[src/rtl/secuenciador_alu.sv]
// secuenciador_alu
// Registered initiator for the combinational ALU. It accepts one command per
// valid/ready handshake and launches the operands and operation select to the
// ALU. It holds them for ESPERA settle cycles, then samples the ALU result and
// flags. The sampled values are returned over a second valid/ready handshake.
// An internal accumulator holds the last captured result, so commands can be
// chained by taking operand A from the previous result.
//
// Ports
//   reloj, reset            clock, asynchronous active-high reset
//   cmdValido / cmdListo    command handshake
//   cmdA, cmdB              operands (ancho+1 bits)
//   cmdSeleccion            ALU operation code, passed through unmodified
//   cmdAcumular             1 = take operand A from the accumulator
//   operandoA/B, seleccion  launched values toward the ALU
//   resultado, N, Z, C, V   ALU result and flags, sampled at capture
//   rspValido / rspListo    response handshake
//   rspResultado            captured result
//   rspBanderas             captured {N,Z,C,V}
//   ocupado                 high whenever the sequencer is not idle

module secuenciador_alu #(
  parameter int ancho  = 3,
  parameter int ESPERA = 2
) (
  input  logic           reloj,
  input  logic           reset,
  input  logic           cmdValido,
  output logic           cmdListo,
  input  logic [ancho:0] cmdA,
  input  logic [ancho:0] cmdB,
  input  logic [3:0]     cmdSeleccion,
  input  logic           cmdAcumular,
  output logic [ancho:0] operandoA,
  output logic [ancho:0] operandoB,
  output logic [3:0]     seleccion,
  input  logic [ancho:0] resultado,
  input  logic           N,
  input  logic           Z,
  input  logic           C,
  input  logic           V,
  output logic           rspValido,
  input  logic           rspListo,
  output logic [ancho:0] rspResultado,
  output logic [3:0]     rspBanderas,
  output logic           ocupado
);

  // The counter only has to hold ESPERA-1; keep at least one bit.
  localparam int CW = (ESPERA > 1) ? $clog2(ESPERA) : 1;
  localparam logic [CW-1:0] CARGA = CW'(ESPERA - 1);

  typedef enum logic [1:0] {
    REPOSO,
    EMITIR,
    RESPONDER
  } estado_t;

  estado_t        estado_q,       estado_d;
  logic [CW-1:0]  cuenta_q,       cuenta_d;
  logic [ancho:0] acumulador_q,   acumulador_d;
  logic [ancho:0] operandoA_q,    operandoA_d;
  logic [ancho:0] operandoB_q,    operandoB_d;
  logic [3:0]     seleccion_q,    seleccion_d;
  logic [ancho:0] rspResultado_q, rspResultado_d;
  logic [3:0]     rspBanderas_q,  rspBanderas_d;
  logic           cmdListo_q,     cmdListo_d;
  logic           rspValido_q,    rspValido_d;
  logic           ocupado_q,      ocupado_d;

  // State register. The handshake flags have their own flops so that every
  // output comes straight from a register. cmdListo resets to 1 because the
  // reset state is idle and ready for a command.
  always_ff @(posedge reloj or posedge reset) begin
    if (reset) begin
      estado_q       <= REPOSO;
      cuenta_q       <= '0;
      acumulador_q   <= '0;
      operandoA_q    <= '0;
      operandoB_q    <= '0;
      seleccion_q    <= '0;
      rspResultado_q <= '0;
      rspBanderas_q  <= '0;
      cmdListo_q     <= 1'b1;
      rspValido_q    <= 1'b0;
      ocupado_q      <= 1'b0;
    end else begin
      estado_q       <= estado_d;
      cuenta_q       <= cuenta_d;
      acumulador_q   <= acumulador_d;
      operandoA_q    <= operandoA_d;
      operandoB_q    <= operandoB_d;
      seleccion_q    <= seleccion_d;
      rspResultado_q <= rspResultado_d;
      rspBanderas_q  <= rspBanderas_d;
      cmdListo_q     <= cmdListo_d;
      rspValido_q    <= rspValido_d;
      ocupado_q      <= ocupado_d;
    end
  end

  // Next-state logic. Every register holds by default. Each transition also
  // sets the flag values that belong to the state being entered, so the
  // flags always agree with estado_q.
  always_comb begin
    estado_d       = estado_q;
    cuenta_d       = cuenta_q;
    acumulador_d   = acumulador_q;
    operandoA_d    = operandoA_q;
    operandoB_d    = operandoB_q;
    seleccion_d    = seleccion_q;
    rspResultado_d = rspResultado_q;
    rspBanderas_d  = rspBanderas_q;
    cmdListo_d     = cmdListo_q;
    rspValido_d    = rspValido_q;
    ocupado_d      = ocupado_q;

    unique case (estado_q)
      REPOSO: begin
        if (cmdValido) begin
          operandoA_d = cmdAcumular ? acumulador_q : cmdA;
          operandoB_d = cmdB;
          seleccion_d = cmdSeleccion;
          cuenta_d    = CARGA;
          estado_d    = EMITIR;
          cmdListo_d  = 1'b0;
          ocupado_d   = 1'b1;
        end
      end

      EMITIR: begin
        // Capture on the edge where the counter has reached zero. This gives
        // exactly ESPERA edges between launch and capture.
        if (cuenta_q == '0) begin
          rspResultado_d = resultado;
          rspBanderas_d  = {N, Z, C, V};
          acumulador_d   = resultado;
          estado_d       = RESPONDER;
          rspValido_d    = 1'b1;
        end else begin
          cuenta_d = cuenta_q - 1'b1;
        end
      end

      RESPONDER: begin
        if (rspListo) begin
          estado_d    = REPOSO;
          rspValido_d = 1'b0;
          cmdListo_d  = 1'b1;
          ocupado_d   = 1'b0;
        end
      end

      default: begin
        estado_d    = REPOSO;
        cmdListo_d  = 1'b1;
        rspValido_d = 1'b0;
        ocupado_d   = 1'b0;
      end
    endcase
  end

  assign cmdListo     = cmdListo_q;
  assign operandoA    = operandoA_q;
  assign operandoB    = operandoB_q;
  assign seleccion    = seleccion_q;
  assign rspValido    = rspValido_q;
  assign rspResultado = rspResultado_q;
  assign rspBanderas  = rspBanderas_q;
  assign ocupado      = ocupado_q;

endmodule

[config.mk]
export PLATFORM = sky130hd
export DESIGN_NAME = secuenciador_alu
export DESIGN_NICKNAME = d
export VERILOG_FILES = /design/src/rtl/secuenciador_alu.sv
export SDC_FILE = /design/constraint.sdc
export NUM_CORES = 1
export LEC_CHECK = 0
export CORE_MARGIN = 8
export CORE_UTILIZATION = 40
export DETAILED_ROUTE_END_ITERATION = 8
export GPL_TIMING_DRIVEN = 0
export PLACE_DENSITY = 0.77
export SYNTH_ARGS = -nofsm -noshare
export SYNTH_HDL_FRONTEND = slang
export SYNTH_SLANG_ARGS = --single-unit
[constraint.sdc]
create_clock -name reloj -period 1.55 [get_ports reloj]
set_input_delay 0.31 -clock reloj [delete_from_list [all_inputs] [get_ports reloj]]
set_output_delay 0.31 -clock reloj [all_outputs]
set_load 0.01 [all_outputs]
# [Yosys cells after proc, flatten, opt, wreduce, memory -nomap -nowiden]
# Cells that the tools add are included.
[word_totals] register_bits=26 output_inout_bits=23 wordCells=42
[op_classes] addsub=1 eq_ne=5 n_mux=15 bitwise=3 n_reduce_logical=8
[ops] op="$pmux 1 s3" count=3
[ops] op="$reduce_and 3->1" count=3
[ops] op="$mux 1" count=6
[ops] op="$mux 2" count=3
[ops] op="$ne 2x2->1 const B" count=3
[ops] op="$pmux 2 s3" count=1
[ops] op="$reduce_and 2->1" count=3
[ops] op="$mux 4" count=1
[ops] op="$not 1->1" count=3
[ops] op="$eq 2x1->1 const B" count=1
[ops] op="$eq 2x2->1 const B" count=1
[ops] op="$logic_not 2->1" count=1
[ops] op="$pmux 1 s2" count=1
[ops] op="$reduce_bool 2->1" count=1
[ops] op="$sub 1x1->1 const B" count=1

# [Logic depth before layout (Yosys ltp)]
# Gate-level depths: netlist of the first run.
[depth] depth_word=3 ltp_mapped=5 depth_no_buf=3

# [Least setup slack after synthesis of the first run]
# No wires, ideal clock.
[synth_timing] path_type="reg2reg" from="reg estado_q[0]" to="reg seleccion_q[0] (netlist: seleccion[0])" arrival_ps=1306 path_slack_ps=119 stages_incl_launch_ff=5 path_buffers=2 period_less_slack_ps=1431 path_cell_list="dfrtp_1 -> buf_6 -> nor3b_4 -> buf_6 -> mux2_2"
[synth_via] elab_chain_len=2
[synth_lines] item="start, declared" line="59" text="estado_t estado_q, estado_d;"
[synth_lines] item="start signal, assigned" line="88" text="estado_q <= estado_d;"
[synth_lines] item="$logic_not 2->1" line="118" text="unique case (estado_q)"
[synth_lines] item="$reduce_and 2->1 (no line)"
[synth_lines] item="end signal, assigned" line="93" text="seleccion_q <= seleccion_d;"
[synth_lines] item="end, declared" line="64" text="logic [3:0] seleccion_q, seleccion_d;"
# Every way passes these cells.
# A chain may end at the register's enable or synchronous reset.

# [Worst setup path after layout of the first run]
[layout_timing] from="reg estado_q[0]" to="reg rspBanderas_q[1] (netlist: rspBanderas[1])"
[layout_via] elab_chain_len=2
[layout_lines] item="$eq 2x1->1" line="118"
[layout_lines] item="$reduce_and 2->1 (no line)"
[layout_lines] item="end signal, assigned" line="95" text="rspBanderas_q <= rspBanderas_d;"
[layout_lines] item="end, declared" line="66" text="logic [3:0] rspBanderas_q, rspBanderas_d;"
# Every way passes these cells.

==> results.cfg, run 1 <==
[power]
power_frac_comb = 0.501
power.switching_uw = 996
power_density_mw_per_mm2 = 1800
seqPwrFrac = 0.404
p_sw_frac = 0.335
p_leak_uw = 0.000814
internal_power_uw = 1980
ir_worst_vdd_uv = 1090
clockPowerShare = 0.095

[timing]
holdWs_ps = 455
setup_ws_ps = 98.3
finalHoldViolations = 0
period_share = 0.937
rsz0062_at_grt = false
maxSlewViolCount = 0
finalSetupTns_ps = 0
skew_ps = 11.3
setup_viol = 0
max_slew_margin = 0.358
fmax_mhz = 689
min_period_ps = 1450
tightest_slew_ps = 961

[final_layout]
drive_above_1_share = 0.226
fillers = 228
nets = 159
syn2layout_area_growth_pct = 53.0
diodes = 0
fin_util = 0.620
finalInstanceArea_mm2 = 0.00165

[drt]
drc = 0
finalWirelength_um = 2430
dr_total_vias = 778
wire_per_inst_um = 14.8
final_antenna_net_count = 0
viasPerCell = 4.74
first_pass_iters = 2
drtIter0Drc = 21

[clock_network]
cts.path.max_buffers = 2
cts_root_buf = clkbuf_4
clk-insertion-delay-late_ps = 310
clkSinkCount = 26
cts_tree = yes
cts_buffers = 3
cts_htree_levels = 1
clk_pin_slew_ps = 130
cts_hold_buffers = 0

[worst_setup_path]
start_kind = flop
worst_path_max_delay_cell = nor3_4
cp_top_family = simple AND/OR/NAND/NOR gates
critPathMaxStageDelay_ps = 410
arrival_ps = 1650
criticalPathCategory = flop to flop
crit_required_ps = 1750
cp-end-kind = flop
cp_max_fo = 9
path_buf_inv = 2
crit_chain = buf_6 > inv_4 > nor3_4 > mux2_2

[die]
start_util = 0.406
core_area_mm2 = 0.00266
boundaryPins = 48
die_h_um = 68.0
dieArea_mm2 = 0.00462
die_x_um = 68.0
rows = 19

[yosys]
synth-seq-cells = 26
yosysSeqAreaShare = 0.604
synth.avg_cell_area_um2 = 13.7
ys_types = 20
synth_area_leaders = dfrtp_1 (58%), mux2_2 (16%), mux2i_1 (4.6%), a21oi_1 (3.7%), dfstp_2 (2.4%)
syn-cell-area_mm2 = 0.00108
syn_nets = 104
synthCells = 79
netlist_top_cells_count = dfrtp_1 (25), mux2_2 (15), a21oi_1 (8)
synth_most_common_cell = dfrtp_1
synth_top_area_cell = dfrtp_1
synth-edff-count = 0
ys.flop_type = dfrtp_1
async_reset_ff_frac = 1.00
synth_top_area_frac = 0.579
yosysWarnings = 0

[job]
maxCapViolCount = 0

[placement]
dp_hpwl_um = 1900
dp_slack_ps = -329
gp_congestion = 0.706
dpl_cell_area_mm2 = 0.00158
numPortBuffers = 46

[global_routing]
grt_use_total = 0.110
antenna_found_initial = 0
grt_pass1_vias = 901
grt_max_degree = 27
grt.overflow.total = 0
grt_pass1_wl_um = 4050

[outcome]
run_status = complete, no violations

[hold_path]
hp-class = input port to flop
==> power groups by stage <==
stage | registers (uW) | clock network (uW) | logic [uW]
after CTS | 1210 | 296 | 1560
after detailed placement | 1240 | 0 | 1590
after global placement | 1220 | 0 | 1550
after global routing | 1250 | 326 | 1630
after floorplan | 1360 | 0 | 652
final | 1200 | 281 | 1490
==> cells by family after synthesis <==
kind of cell	after synthesis	synth area share
compound gates	12	0.0649
simple gates	11	0.0672
buf+inv	9	0.0510
flops	26	0.604
mux	21	0.213
==> through the flow <==
stage,total power [uW],instances
global route,3210,164
detailed placement,2830,156
finish,2970,164
CTS,3070,164
global placement,2770,156
floorplan,2020,79
==> registers in the layout (all words and copies together), names as in the netlist <==
signal / count
seleccion: 4
operandoB: 4
estado_q: 2
rspBanderas: 4
rspResultado: 4
cmdListo: 1
ocupado: 1
rspValido: 1
operandoA: 4
cuenta_q: 1
==> timing repair <==
action                     CTS  global route
pin swaps                    1             0
gates resized for setup     11            12
buffers inserted             4             0
hold endpoints to repair     0             0
cloned                       0             0
setup endpoints to repair   13            12
==> area by class of cell <==
cell class,instances,area [um2],area share
plain buffers,4,33.8,0.0205
clock buffers,4,26.3,0.0159
inverters,5,21.3,0.0129
multi-input cells,44,373,0.226
flip-flops and latches,26,652,0.395
well taps,31,38.8,0.0235
repair buffers,50,507,0.307
==> metal layers <==
layer | GRT usage | wire [um]
met1 | 0.121 | 1010
met2 | 0.202 | 1260
met3 | 0.0344 | 157
met4 | 0.0230 | 0
met5 | 0 | 0
==> placed cells by master (no fill, tap or decap), types with 2 or more instances in the layout <==
master,synthesis,routed
mux2i_1,5,5
inv_1,4,4
mux2_2,15,15
clkdlybuf4s50_1,0,23
a21oi_1,8,8
nor2_1,7,7
clkbuf_4,0,3
dlymetal6s2s_1,0,12
dfrtp_1,25,25
buf_4,1,5
buf_6,2,2
dlygate4sd2_1,0,11
==> worst register-to-register path, delay by kind of cell (launching register included) <==
kind / cells / cell delay (ps)
buf+inv: 2 / 190
flops: 1 / 360
mux: 1 / 390
simple gates: 1 / 410
==> path summary, 6_finish.rpt <==
| kind | start | end | slack [ps] | cells after the start |
|---|---|---|---|---|
| max in group asynchronous | reset | rspBanderas[1] | 460 | 2 |
| min in group asynchronous | reset | operandoB[0] | 500 | 2 |
| min | cmdAcumular | operandoA[2] | 450 | 3 |
| min reg2reg | cmdListo | cmdListo | 510 | 2 |
| max reg2reg | estado_q[0] | rspBanderas[1] | 100 | 4 |
| max | estado_q[0] | rspBanderas[1] | 100 | 4 |
No activity file was read; power rests on OpenSTA's default activity.
==> run 2, diff against run 1 <==
--- a/config.mk
+++ b/config.mk
@@ -5,8 +5,10 @@
 export SDC_FILE = /design/constraint.sdc
 export NUM_CORES = 1
 export LEC_CHECK = 0
+export CORE_ASPECT_RATIO = 0.5
 export CORE_MARGIN = 8
 export CORE_UTILIZATION = 40
+export CTS_CLUSTER_DIAMETER = 40
 export DETAILED_ROUTE_END_ITERATION = 8
 export GPL_TIMING_DRIVEN = 0
 export PLACE_DENSITY = 0.77
==> constraint.sdc (replaced) <==
create_clock -name reloj -period 1.45 [get_ports reloj]
set_input_delay 0.29 -clock reloj [delete_from_list [all_inputs] [get_ports reloj]]
set_output_delay 0.29 -clock reloj [all_outputs]
set_load 0.01 [all_outputs]
==> results.cfg, run 2 (synthesized netlist as in run 1, its figures left out) <==
[placement]
gp_congestion = 0.714
dp_cells = 162
dp_hpwl_um = 1950
numPortBuffers = 46
dp_slack_ps = -394

[worst_setup_path]
cp-end-kind = flop
path_buf_inv = 2
cp_max_fo = 4
start_kind = input port
crit_chain = clkdlybuf4s50_1 > nor3b_4 > buf_4 > mux2_2
critPathMaxStageDelay_ps = 500
worst_path_max_delay_cell = clkdlybuf4s50_1
criticalPathCategory = input port to flop
cp_top_family = buffers and inverters
arrival_ps = 1590
crit_required_ps = 1600

[die]
die_h_um = 52.7
rows = 13
boundaryPins = 48
start_util = 0.418
dieArea_mm2 = 0.00472
die_x_um = 89.5
core_area_mm2 = 0.00259

[final_layout]
syn2layout_area_growth_pct = 59.0
fillers = 204
diodes = 0
drive_above_1_share = 0.248
nets = 163
fin_util = 0.664
instances_no_fill = 174
mostFrequentLayoutCells = dfrtp_1 (25), clkdlybuf4s50_1 (23), dlygate4sd2_1 (19)
final_common_cell = dfrtp_1

[timing]
maxSlewViolCount = 0
fmax_mhz = 691
setup_viol = 0
min_period_ps = 1450
finalHoldViolations = 0
max_slew_margin = 0.362
rsz0062_at_grt = true
skew_ps = 7.47
tightest_slew_ps = 956
period_share = 0.998
setup_ws_ps = 3.34

[power]
ir_worst_vdd_uv = 669
power_density_mw_per_mm2 = 1980
p_leak_uw = 0.000805

[clock_network]
cts_htree_levels = 1
clk-insertion-delay-late_ps = 260
cts.path.max_buffers = 2
clk_pin_slew_ps = 80
cts_root_buf = clkbuf_8
clkSinkCount = 26
cts_tree = yes
cts_hold_buffers = 0
cts_buffers = 3

[drt]
viasPerCell = 4.70
wire_per_inst_um = 15.4
final_antenna_net_count = 0
dr_total_vias = 817
drc = 0
finalWirelength_um = 2680
first_pass_iters = 4
drtIter0Drc = 15

[global_routing]
antenna_found_initial = 0
grt_pass1_vias = 840
grt_pass1_wl_um = 4010
grt_max_degree = 27
grt_use_total = 0.113
grt.overflow.total = 0

[hold_path]
hp-class = input port to flop

[outcome]
run_status = complete, no violations

[job]
maxCapViolCount = 0
==> run 2: changes by cell type in the layout (fill, tap and decap cells not counted), moves of 2 or more <==
cell / before / now
dlygate4sd2_1: 11 / 19
dlymetal6s2s_1: 12 / 4
mux2_2: 15 / 10
mux2_4: 0 / 5
clkbuf_4: 3 / 0
clkbuf_8: 0 / 3
buf_6: 2 / 4
==> run 2: through the flow <==
stage / TNS, ps / hold WS (ps) / power, uW / instance area, um2
6_report: 0 / 483 / 3400 / 1720
5_1_grt: -20.9 / 491 / 3630 / 1720
4_1_cts: 0 / 463 / 3320 / 1640
3_5_place_dp: -4160 / 491 / 3030 / 1590
3_3_place_gp: -4510 / 485 / 2970 / 1590
2_1_floorplan: 0 / 329 / 2160 / 1080
==> run 2: power breakdown <==
group | total, uW | leakage, uW | switching [uW] | internal (uW)
Clock | 397 | 0.0000228 | 201 | 196
Combinational | 1700 | 0.000481 | 715 | 987
Sequential | 1300 | 0.000301 | 206 | 1100
Total | 3400 | 0.000805 | 1120 | 2280
==> run 2: per-layer routing <==
| metal | global-route usage | wire length (um) |
|---|---|---|
| met5 | 0 | 0 |
| met4 | 0.0490 | 22 |
| met3 | 0.0203 | 120 |
| met2 | 0.237 | 1560 |
| met1 | 0.104 | 970 |
==> run 2: repair_timing <==
| action | in CTS | in global routing |
|---|---|---|
| endpoints found under the setup margin | 27 | 11 |
| pin swaps | 1 | 1 |
| gates resized for setup | 19 | 11 |
| buffers inserted | 3 | 5 |
==> run 2: final timing paths <==
path,cells after the start,slack (ps),startpoint,end
hold reg to reg,2,500,cmdListo,cmdListo
setup reg to reg,4,30,estado_q[1],seleccion[3]
hold / removal,3,480,cmdAcumular,operandoA[2]
min in group asynchronous,2,540,reset,operandoA[1]
max in group asynchronous,2,320,reset,rspBanderas[2]
setup / recovery,4,3,cmdValido,seleccion[3]
==> run 2: cell type report <==
| cell class | instances | area, um2 | share of cell area |
|---|---|---|---|
| multi-input combinational | 44 | 392 | 0.228 |
| clock buffer | 4 | 45.0 | 0.0262 |
| tap | 37 | 46.3 | 0.0270 |
| inverter | 5 | 21.3 | 0.0124 |
| buffer | 4 | 37.5 | 0.0219 |
| timing repair buffer | 54 | 523 | 0.305 |
| sequential | 26 | 652 | 0.380 |
==> run 2: worst min-delay path: cells and delay by family <==
family	cells	cell delay, ps
buf+inv	1	160
compound gates	1	80
mux	1	180
==> run 3, diff against run 2 <==
--- a/config.mk
+++ b/config.mk
@@ -5,7 +5,6 @@
 export SDC_FILE = /design/constraint.sdc
 export NUM_CORES = 1
 export LEC_CHECK = 0
-export CORE_ASPECT_RATIO = 0.5
 export CORE_MARGIN = 8
 export CORE_UTILIZATION = 40
 export CTS_CLUSTER_DIAMETER = 40
==> results.cfg, run 3 (synthesized netlist as in run 1, its figures left out) <==
[worst_setup_path]
cp_max_fo = 10
rr_worst_depth = 4
r2r_setup_slack_ps = 60
cp-startpoint = estado_q[0]
start_kind = flop
worstReg2RegStart = estado_q[0]
crit_path_end = seleccion[0]
criticalPathCategory = flop to flop
r2r-end = seleccion[0]
cp-end-kind = flop
crit_required_ps = 1660
arrival_ps = 1600

[final_layout]
finalInstanceArea_mm2 = 0.00162
mostFrequentLayoutCells = dfrtp_1 (25), clkdlybuf4s50_1 (23), dlygate4sd2_1 (22)
final_common_cell = dfrtp_1
nets = 161
diodes = 0
drive_above_1_share = 0.244
instances_no_fill = 166
syn2layout_area_growth_pct = 49.8

[power]
power_density_mw_per_mm2 = 1940
ir_worst_vdd_uv = 1150
p_leak_uw = 0.000731

[drt]
first_pass_iters = 2
dr_total_vias = 788
viasPerCell = 4.75
finalWirelength_um = 2440
drtIter0Drc = 22
drc = 0
wire_per_inst_um = 14.7
final_antenna_net_count = 0

[clock_network]
clkSinkCount = 26
cts_buffers = 3
cts_hold_buffers = 0
clk_pin_slew_ps = 130
cts_tree = yes
cts_htree_levels = 1
cts.path.max_buffers = 2
clk-insertion-delay-late_ps = 310
cts_root_buf = clkbuf_4

[timing]
setup_viol = 0
maxSlewViolCount = 0
min_period_ps = 1390
period_share = 0.959
max_slew_margin = 0.360
skew_ps = 9.67
finalSetupTns_ps = 0
finalHoldViolations = 0
rsz0062_at_grt = false
fmax_mhz = 719
tightest_slew_ps = 958

[global_routing]
grt_max_degree = 27
grt_use_total = 0.112
antenna_found_initial = 0
grt_pass1_vias = 913
grt_pass1_wl_um = 4110
grt.overflow.total = 0

[hold_path]
hp-class = input port to flop
holdPathStages = 3

[outcome]
run_status = complete, no violations

[die]
start_util = 0.406
die_h_um = 68.0
rows = 19
boundaryPins = 48
die_x_um = 68.0
dieArea_mm2 = 0.00462
core_area_mm2 = 0.00266

[placement]
numPortBuffers = 46
dp_cells = 156
dpl_cell_area_mm2 = 0.00158
gp_congestion = 0.706
dp_hpwl_um = 1900

[job]
maxCapViolCount = 0
-- run 3: cell types whose count changed in the layout (fill, tap and decap cells not counted) --
cell / change
clkbuf_4: +3
dlymetal6s2s_1: -4
clkbuf_2: +1
mux2_4: -5
dlygate4sd2_1: +3
buf_4: +1
buf_6: -2
clkbuf_8: -3
mux2_2: +5
buf_12: -1
-- run 3: layout make-up --
class                           instances  area (um2)
Inverter                                5        21.3
Tap cell                               31        38.8
Timing Repair Buffer                   52         473
Multi-Input combinational cell         44         373
Buffer                                  4        33.8
Clock buffer                            4        26.3
Fill cell                             242        1040
Sequential cell                        26         652
-- run 3: power breakdown --
| group | leakage [uW] | internal (uW) | switching (uW) |
|---|---|---|---|
| Sequential | 0.000301 | 1090 | 194 |
| Clock | 0.0000150 | 107 | 192 |
| Combinational | 0.000415 | 865 | 688 |
-- run 3: how the worst min path moves through the flow --
stage / slack (ps) / startpoint / endpoint
6_report: 440 / cmdAcumular / operandoA[2]
5_1_grt: 450 / cmdAcumular / operandoA[1]
4_1_cts: 420 / cmdAcumular / operandoA[2]
3_5_place_dp: 490 / cmdListo / cmdListo
3_3_place_gp: 490 / cmdListo / cmdListo
2_1_floorplan: 330 / reset / cuenta_q
-- run 3: critical path: stages, from the launching register on --
cell and delay [ps]:
dfrtp_1 400, buf_6 140, nor3b_4 250, buf_6 170
mux2_2 340
-- run 3: routing by layer --
layer / share of wire / global-route usage / up-vias
met5: 0 / 0 / -
met1: 0.40 / 0.121 / 382
met2: 0.52 / 0.209 / 21
li1: - / - / 383
met4: 0.0016 / 0.0230 / 0
met3: 0.079 / 0.0344 / 2
-- run 3: what timing repair did --
item / CTS / global route
pin swaps: 2 / 1
setup endpoints to repair: 32 / 2
gates resized for setup: 23 / 2
setup buffers: 6 / 0
-- run 3: stage by stage --
step	hold WS [ps]	worst slack, ps	power [uW]	util
2_1_floorplan	329	18.8	2160	-
3_3_place_gp	485	-379	2960	0.593
3_5_place_dp	493	-409	3030	0.593
4_1_cts	423	10.7	3190	0.609
5_1_grt	451	9.70	3380	0.608
6_report	437	59.2	3140	0.608
